--- src/rtl/button_event_decoder.sv ---
// Purpose: classify a debounced button level into one-shot edge, short, long and double-click strobes.
// Latency: every strobe is registered and appears one cycle after the sampling edge that decided it.
// Backpressure: none; strobes are fire-and-forget single-cycle pulses and consumers must take them as they come.
module button_event_decoder #(
  parameter int LONG_CYCLES = 100_000_000,
  parameter int GAP_CYCLES  = 25_000_000
) (
  input  logic clk,
  input  logic reset_n,
  input  logic btn_level,
  output logic press_edge,
  output logic release_edge,
  output logic short_press,
  output logic long_press,
  output logic double_click,
  output logic busy
);

  // One counter serves every timed state, so it is sized for the longer of the two windows
  // plus a spare bit of headroom.
  localparam int MAX_CYCLES = (LONG_CYCLES > GAP_CYCLES) ? LONG_CYCLES : GAP_CYCLES;
  localparam int CNT_W      = $clog2(MAX_CYCLES) + 1;

  localparam logic [CNT_W-1:0] LONG_LAST = CNT_W'(LONG_CYCLES - 1);
  localparam logic [CNT_W-1:0] GAP_LAST  = CNT_W'(GAP_CYCLES - 1);
  localparam logic [CNT_W-1:0] CNT_ONE   = CNT_W'(1);

  typedef enum logic [2:0] {
    ST_IDLE,
    ST_PRESSED,
    ST_LONG_HELD,
    ST_WAIT_GAP,
    ST_SECOND
  } state_t;

  state_t           state;
  logic [CNT_W-1:0] cnt;
  logic             btn_q;
  logic             rise;
  logic             fall;

  assign rise = btn_level & ~btn_q;
  assign fall = ~btn_level & btn_q;

  // Edge detector. btn_q resets high so that a button held through reset release
  // does not register as a fresh press.
  always_ff @(posedge clk or negedge reset_n) begin
    if (!reset_n) begin
      btn_q        <= 1'b1;
      press_edge   <= 1'b0;
      release_edge <= 1'b0;
    end else begin
      btn_q        <= btn_level;
      press_edge   <= rise;
      release_edge <= fall;
    end
  end

  // Gesture classifier: tracks the press/gap/second-press sequence and issues exactly one
  // classification strobe per gesture; busy is registered alongside state.
  always_ff @(posedge clk or negedge reset_n) begin
    if (!reset_n) begin
      state        <= ST_IDLE;
      cnt          <= '0;
      short_press  <= 1'b0;
      long_press   <= 1'b0;
      double_click <= 1'b0;
      busy         <= 1'b0;
    end else begin
      short_press  <= 1'b0;
      long_press   <= 1'b0;
      double_click <= 1'b0;

      case (state)
        ST_IDLE: begin
          if (rise) begin
            state <= ST_PRESSED;
            cnt   <= CNT_ONE;
            busy  <= 1'b1;
          end
        end

        ST_PRESSED: begin
          if (fall) begin
            state <= ST_WAIT_GAP;
            cnt   <= CNT_ONE;
          end else if (btn_level) begin
            if (cnt == LONG_LAST) begin
              long_press <= 1'b1;
              state      <= ST_LONG_HELD;
            end else begin
              cnt <= cnt + CNT_ONE;
            end
          end
        end

        // Counter is deliberately left frozen here; the gesture is already classified.
        ST_LONG_HELD: begin
          if (fall) begin
            state <= ST_IDLE;
            busy  <= 1'b0;
          end
        end

        // A new press on the very cycle the gap expires still counts as the second tap.
        ST_WAIT_GAP: begin
          if (rise) begin
            state <= ST_SECOND;
            cnt   <= CNT_ONE;
          end else if (!btn_level) begin
            if (cnt == GAP_LAST) begin
              short_press <= 1'b1;
              state       <= ST_IDLE;
              busy        <= 1'b0;
            end else begin
              cnt <= cnt + CNT_ONE;
            end
          end
        end

        // Holding the second press too long turns the whole gesture into a long press;
        // the first tap is dropped without a short_press.
        ST_SECOND: begin
          if (fall) begin
            double_click <= 1'b1;
            state        <= ST_IDLE;
            busy         <= 1'b0;
          end else if (btn_level) begin
            if (cnt == LONG_LAST) begin
              long_press <= 1'b1;
              state      <= ST_LONG_HELD;
            end else begin
              cnt <= cnt + CNT_ONE;
            end
          end
        end

        default: begin
          state <= ST_IDLE;
          busy  <= 1'b0;
        end
      endcase
    end
  end

endmodule
--- config.mk ---
export PLATFORM = sky130hd
export DESIGN_NAME = button_event_decoder
export DESIGN_NICKNAME = d
export VERILOG_FILES = /design/src/rtl/button_event_decoder.sv
export SDC_FILE = /design/constraint.sdc
export NUM_CORES = 1
export LEC_CHECK = 0
export CAP_MARGIN = 10
export CELL_PAD_IN_SITES_DETAIL_PLACEMENT = 1
export CELL_PAD_IN_SITES_GLOBAL_PLACEMENT = 1
export CORE_AREA = 5 5 83 85
export CTS_BUF_LIST = sky130_fd_sc_hd__clkbuf_16
export DETAILED_ROUTE_END_ITERATION = 10
export DIE_AREA = 0 0 88 90
export GPL_ROUTABILITY_DRIVEN = 0
export HOLD_SLACK_MARGIN = 0.12
export PLACE_DENSITY = 0.72
export SETUP_SLACK_MARGIN = 0.3
export SYNTH_ARGS = -nofsm -noshare
export SYNTH_HDL_FRONTEND = slang
export SYNTH_SLANG_ARGS = --single-unit
--- constraint.sdc ---
create_clock -name clk -period 2.1 [get_ports clk]
set_input_delay 0.42 -clock clk [delete_from_list [all_inputs] [get_ports clk]]
set_output_delay 0.42 -clock clk [all_outputs]
set_load 0.01 [all_outputs]
Word-level counts from Yosys, hierarchy flattened
Cells that the tools add are included.
Storage, ports and cells
  register bits: 38
  latch bits: 0
  bits in writable memories: 0
  memory bits (read-only): 0
  output and inout bits: 6
  word-level logic and storage cells: 73
  memories kept: 0
Cells by class
  $add $sub $neg: 1
  multipliers: 0
  div/mod/pow operators: 0
  magnitude comparators: 0
  equal/unequal tests: 16
  shift-type cells: 0
  muxes and demuxes: 35
  bitwise logic cells: 5
  reductions and logical operators: 7
Operators with widths (count)
  $mux 28: 8
  $pmux 28 s4: 1
  $add 28x1->28 const B: 1
  $eq 28x25->1 const B: 1
  $eq 28x27->1 const B: 1
  $mux 3: 9
  $mux 1: 15
  $pmux 3 s5: 1
  $ne 2x2->1 const B: 6
  $ne 3x3->1 const B: 3
  $eq 3x2->1 const B: 2
  $reduce_and 6->1: 1
  $reduce_and 5->1: 1
  $pmux 1 s4: 1
  $reduce_and 4->1: 1
  $reduce_bool 4->1: 1
  $reduce_or 2->1: 2
  $eq 3x1->1 const B: 1
  $eq 3x3->1 const B: 1
  $logic_not 3->1: 1
  $not 1->1: 3
  $and 1x1->1: 2
  $ne 2x1->1 const B: 1

Depth between registers and ports, before layout
  depth after elaboration: 5
  gate-level depth with buffers: 10
  depth with buffers taken out: 8

Least setup slack after synthesis
OpenSTA, ideal clock, no wires.
  path type: flip-flop to flip-flop
  start point: register cnt[9]
  end point: register state[0]
  data arrival time: 2073 ps
  data required time: 1975 ps
  slack: -98 ps
  cell stages (with the launch flop): 7
  path buffers: 0
  period minus slack after synthesis: 2198 ps
  cell sequence: dfrtp_1 -> or4_4 -> nor4_4 -> nand2_2 -> a2bb2oi_1 -> o221ai_2 -> mux2_2
Between the ends
  longest elaborated chain between the ends: 5
  elaborated cells between the ends (all ways): 9
RTL lines
  start: declaration: line 37  | logic [CNT_W-1:0] cnt;
  start signal: assignment: line 92  | cnt <= cnt + CNT_ONE;
  start signal: assignment: line 116  | cnt <= cnt + CNT_ONE;
  start signal: assignment: line 133  | cnt <= cnt + CNT_ONE;
  $eq 28x27->1: line 88, 129
  $mux 3 (2 in a row)
  $mux 3, on equally long branches
  $pmux 3 s5
  end signal: assignment: line 63  | state <= ST_IDLE;
  end signal: assignment: line 77  | state <= ST_PRESSED;
  end signal: assignment: line 85  | state <= ST_WAIT_GAP;
  end: declaration: line 36  | state_t state;
Parallel ways exist; a longest one is shown, timed or not.
A chain may end at the register's enable or synchronous reset.

Worst setup path in the final report
  start point: register cnt[10]
  end point: register cnt[16]
Between the ends
  longest elaborated chain between the ends: 5
  elaborated cells between the ends (all ways): 13
RTL lines
  $add 28x1->28 or $eq 28x27->1 (tied branches)
  $mux 28, on equally long branches: line 88, 129, 111
  $mux 28, on equally long branches: line 128, 110
  $mux 28, on equally long branches: line 124, 107, 84
  $pmux 28 s4: line 74  | case (state)
Parallel ways exist; a longest one is shown, timed or not. The select of a mux whose other input is x is not followed.

==> results.sh <==
export IMPL_core_mm2=0.006132
export IMPL_grt_usage=0.2743
export IMPL_ys_seq_area_frac=0.3875
export IMPL_nets=387
export IMPL_cts_inserted_buffers=5
export IMPL_outcome="finished with violations"
export IMPL_synth_common_cells="dfrtp_1, nor2_1, nand2_1"
export IMPL_power_share_sequential=0.213
export IMPL_avgSynthCellArea_um2=8.592
export IMPL_power_density_mw_per_mm2=1049
export IMPL_r2r_start="cnt[10]"
export IMPL_fillCellCount=679
export IMPL_diodes=0
export IMPL_cts_htree_levels=2
export IMPL_tightest_slew_ns=0.4535
export IMPL_crit_type="flop to flop"
export IMPL_port_buffers=8
export IMPL_cp_end_kind="flop"
export IMPL_yosysTopAreaCell="dfrtp_1"
export IMPL_root_buffer="clkbuf_16"
export IMPL_drc=0
export IMPL_rows=29
export IMPL_hold_ws_ns=0.4391
export IMPL_drt_initial_drc_count=179
export IMPL_multiInputGateArea_mm2=0.001752
export IMPL_clkTransAtPathRegs_ns=0.07
export IMPL_synth_most_common_cell="dfrtp_1"
export IMPL_die_x_um=88
export IMPL_drv_slew=0
export IMPL_seqCellArea_um2=953.4
export IMPL_hold_viol_final=0
export IMPL_peakVddDrop_mv=0.5252
export IMPL_drive_above_1_share=0.4609
export IMPL_fin_crit_ns=2.266
export IMPL_clock_sinks=38
export IMPL_max_freq_ghz=0.4414
export IMPL_violations="negative setup slack"
export IMPL_drtAntennaViolNets=0
export IMPL_area_delta_synth_final_pct=59.11
export IMPL_dr_pass1_iters=5
export IMPL_grt_pass1_wl_mm=16.53
export IMPL_syn_area_mm2=0.002457
export IMPL_ys_flop_type="dfrtp_1"
export IMPL_cts_tree="done"
export IMPL_via_per_inst=6.419
export IMPL_yosysWarnings=0
export IMPL_grt_max_degree=23
export IMPL_synth_seq_cells=38
export IMPL_final_util=0.6376
export IMPL_clk_latency_ns=0.30
export IMPL_fin_ws_ns=-0.1658
export IMPL_p_clk_frac=0.188
export IMPL_syn_num_nets=290
export IMPL_hold_path_class="input pin to flop"
export IMPL_fin_skew_ns=0.009947
export IMPL_slew_headroom=0.6977
export IMPL_antenna_found_initial=0
export IMPL_synth_edf_count=0
export IMPL_synth_cells=286
export IMPL_p_comb_frac=0.599
export IMPL_overflow=0
export IMPL_dp_hpwl_mm=6.798
export IMPL_io_pins=9
export IMPL_critPathLaunchType="flop"
export IMPL_leakagePower_nw=1.702
export IMPL_critPathLaunch="cnt[10]"
export IMPL_synth_top_area_frac=0.3768
export IMPL_async_flop_share=1.000
export IMPL_grt_pass1_vias=3044
export IMPL_dpl_cell_count=436
export IMPL_wl_mm=11.75
export IMPL_power_switching_mw=1.744
export IMPL_die_h_um=90
export IMPL_switching_share=0.4254
export IMPL_fin_crit_sh=1.079
export IMPL_setup_viol=28
export IMPL_cp_max_fo=5
export IMPL_drv_cap=0
export IMPL_ys_types=57
export IMPL_rsz0062_at_grt="true"
export IMPL_synthTopCellsByArea="dfrtp_1, nor2_1, a31oi_1"
export IMPL_initial_core_util=0.4007
export IMPL_finalNonFillerCells=461
export IMPL_die_area_mm2=0.007920
export IMPL_post_drt_wl_per_cell_um=25.48
export IMPL_clockBufferDepth=2
export IMPL_hold_start="btn_level"
export IMPL_required_ns=2.30
export IMPL_intPower_mw=2.356
export IMPL_routed_via_count=2959
export IMPL_arrival_ns=2.46
==> cell type report <==
class                           count  share of cell area
Multi-Input combinational cell    225              0.4480
Sequential cell                    38              0.2438
Timing Repair Buffer              107              0.2416
Clock buffer                        5             0.03200
Tap cell                           77             0.02464
Inverter                            6            0.005760
Clock inverter                      3            0.004160
==> path summary, 6_finish.rpt <==
check	cells after the start	slack [ns]	to
max in group asynchronous	3	1.01	cnt[3]
min in group asynchronous	2	0.59	state[1]
worst min register to register	1	0.55	busy
worst max register to register	7	-0.17	cnt[16]
worst max-delay path	7	-0.17	cnt[16]
worst min-delay path	2	0.44	btn_q
==> what timing repair did <==
item | in CTS | in global routing
cloned | 3 | 0
endpoints found under the setup margin | 32 | 33
setup buffers | 2 | 11
pin swaps | 40 | 16
endpoints found under the hold margin | 15 | 0
resized for setup | 60 | 22
hold buffers | 1 | 0
==> critical path, stage by stage (launching register included) <==
cell and delay [ns]:
dfrtp_1 0.37, or4_4 0.59, nor4_4 0.26, nand2_2 0.19, a21o_1 0.28, buf_6 0.16, buf_6 0.13, a31oi_1 0.19
==> placed cells by master (no fill, tap or decap), drive strengths merged, types with 3 or more instances in the layout <==
master         instances
buf                   98
dfrtp                 37
nor2                  29
nand2                 27
a21oi                 25
o21ai                 20
a31oi                 16
nand3                 10
nor3                   8
and3                   7
a41oi                  7
inv                    6
a21o                   6
nand4                  6
clkbuf                 6
clkdlybuf4s50          6
nand2b                 4
and4                   4
and2                   4
nor4                   4
a22o                   4
o22ai                  4
a2bb2oi                4
o211ai                 3
a41o                   3
or4                    3
o31ai                  3
a31o                   3
==> metrics by stage <==
stage	setup TNS [ns]	cell area (um2)	worst slack [ns]	total power, mW
floorplan	0	2544	0.09974	1.857
global placement	-5.729	3246	-0.2668	2.543
detailed placement	-6.817	3246	-0.3103	2.613
CTS	-1.140	3731	-0.1071	3.803
global route	-3.522	3910	-0.2104	4.284
finish	-1.791	3910	-0.1658	4.101
==> logic make-up (layout without fill, tap and decap cells) <==
group	count (synthesis)	in the layout	synth area share
adder cells (fa/ha/maj)	2	2	0.009164
multiplexers	2	2	0.008656
AND/OR/NAND/NOR	115	116	0.2556
buffers and inverters	24	121	0.04735
flip-flops	38	38	0.3875
AO/OA/AOI/OAI	105	105	0.2917
==> power by group through the flow <==
stage | sequential (mW) | clock (mW) | combinational, mW
2_1_floorplan | 0.846 | 0 | 1.01
3_3_place_gp | 0.867 | 0 | 1.68
3_5_place_dp | 0.873 | 0 | 1.74
4_1_cts | 0.864 | 0.763 | 2.18
5_1_grt | 0.878 | 0.813 | 2.59
6_report | 0.873 | 0.771 | 2.46
==> registers in the layout (all words and copies together), names as in the netlist <==
name / count
cnt: 28
state: 3
btn_q: 1
busy: 1
double_click: 1
long_press: 1
press_edge: 1
release_edge: 1
short_press: 1
==> per-layer routing <==
metal  global-route usage  vias up  part of all wire
met5                    0        -                 0
met4               0.1253        0             0.050
met3              0.04662       49             0.056
met2               0.4655      121              0.51
met1               0.3314     1502              0.39
li1                     -     1287                 -
No activity file was read; power rests on OpenSTA's default activity.
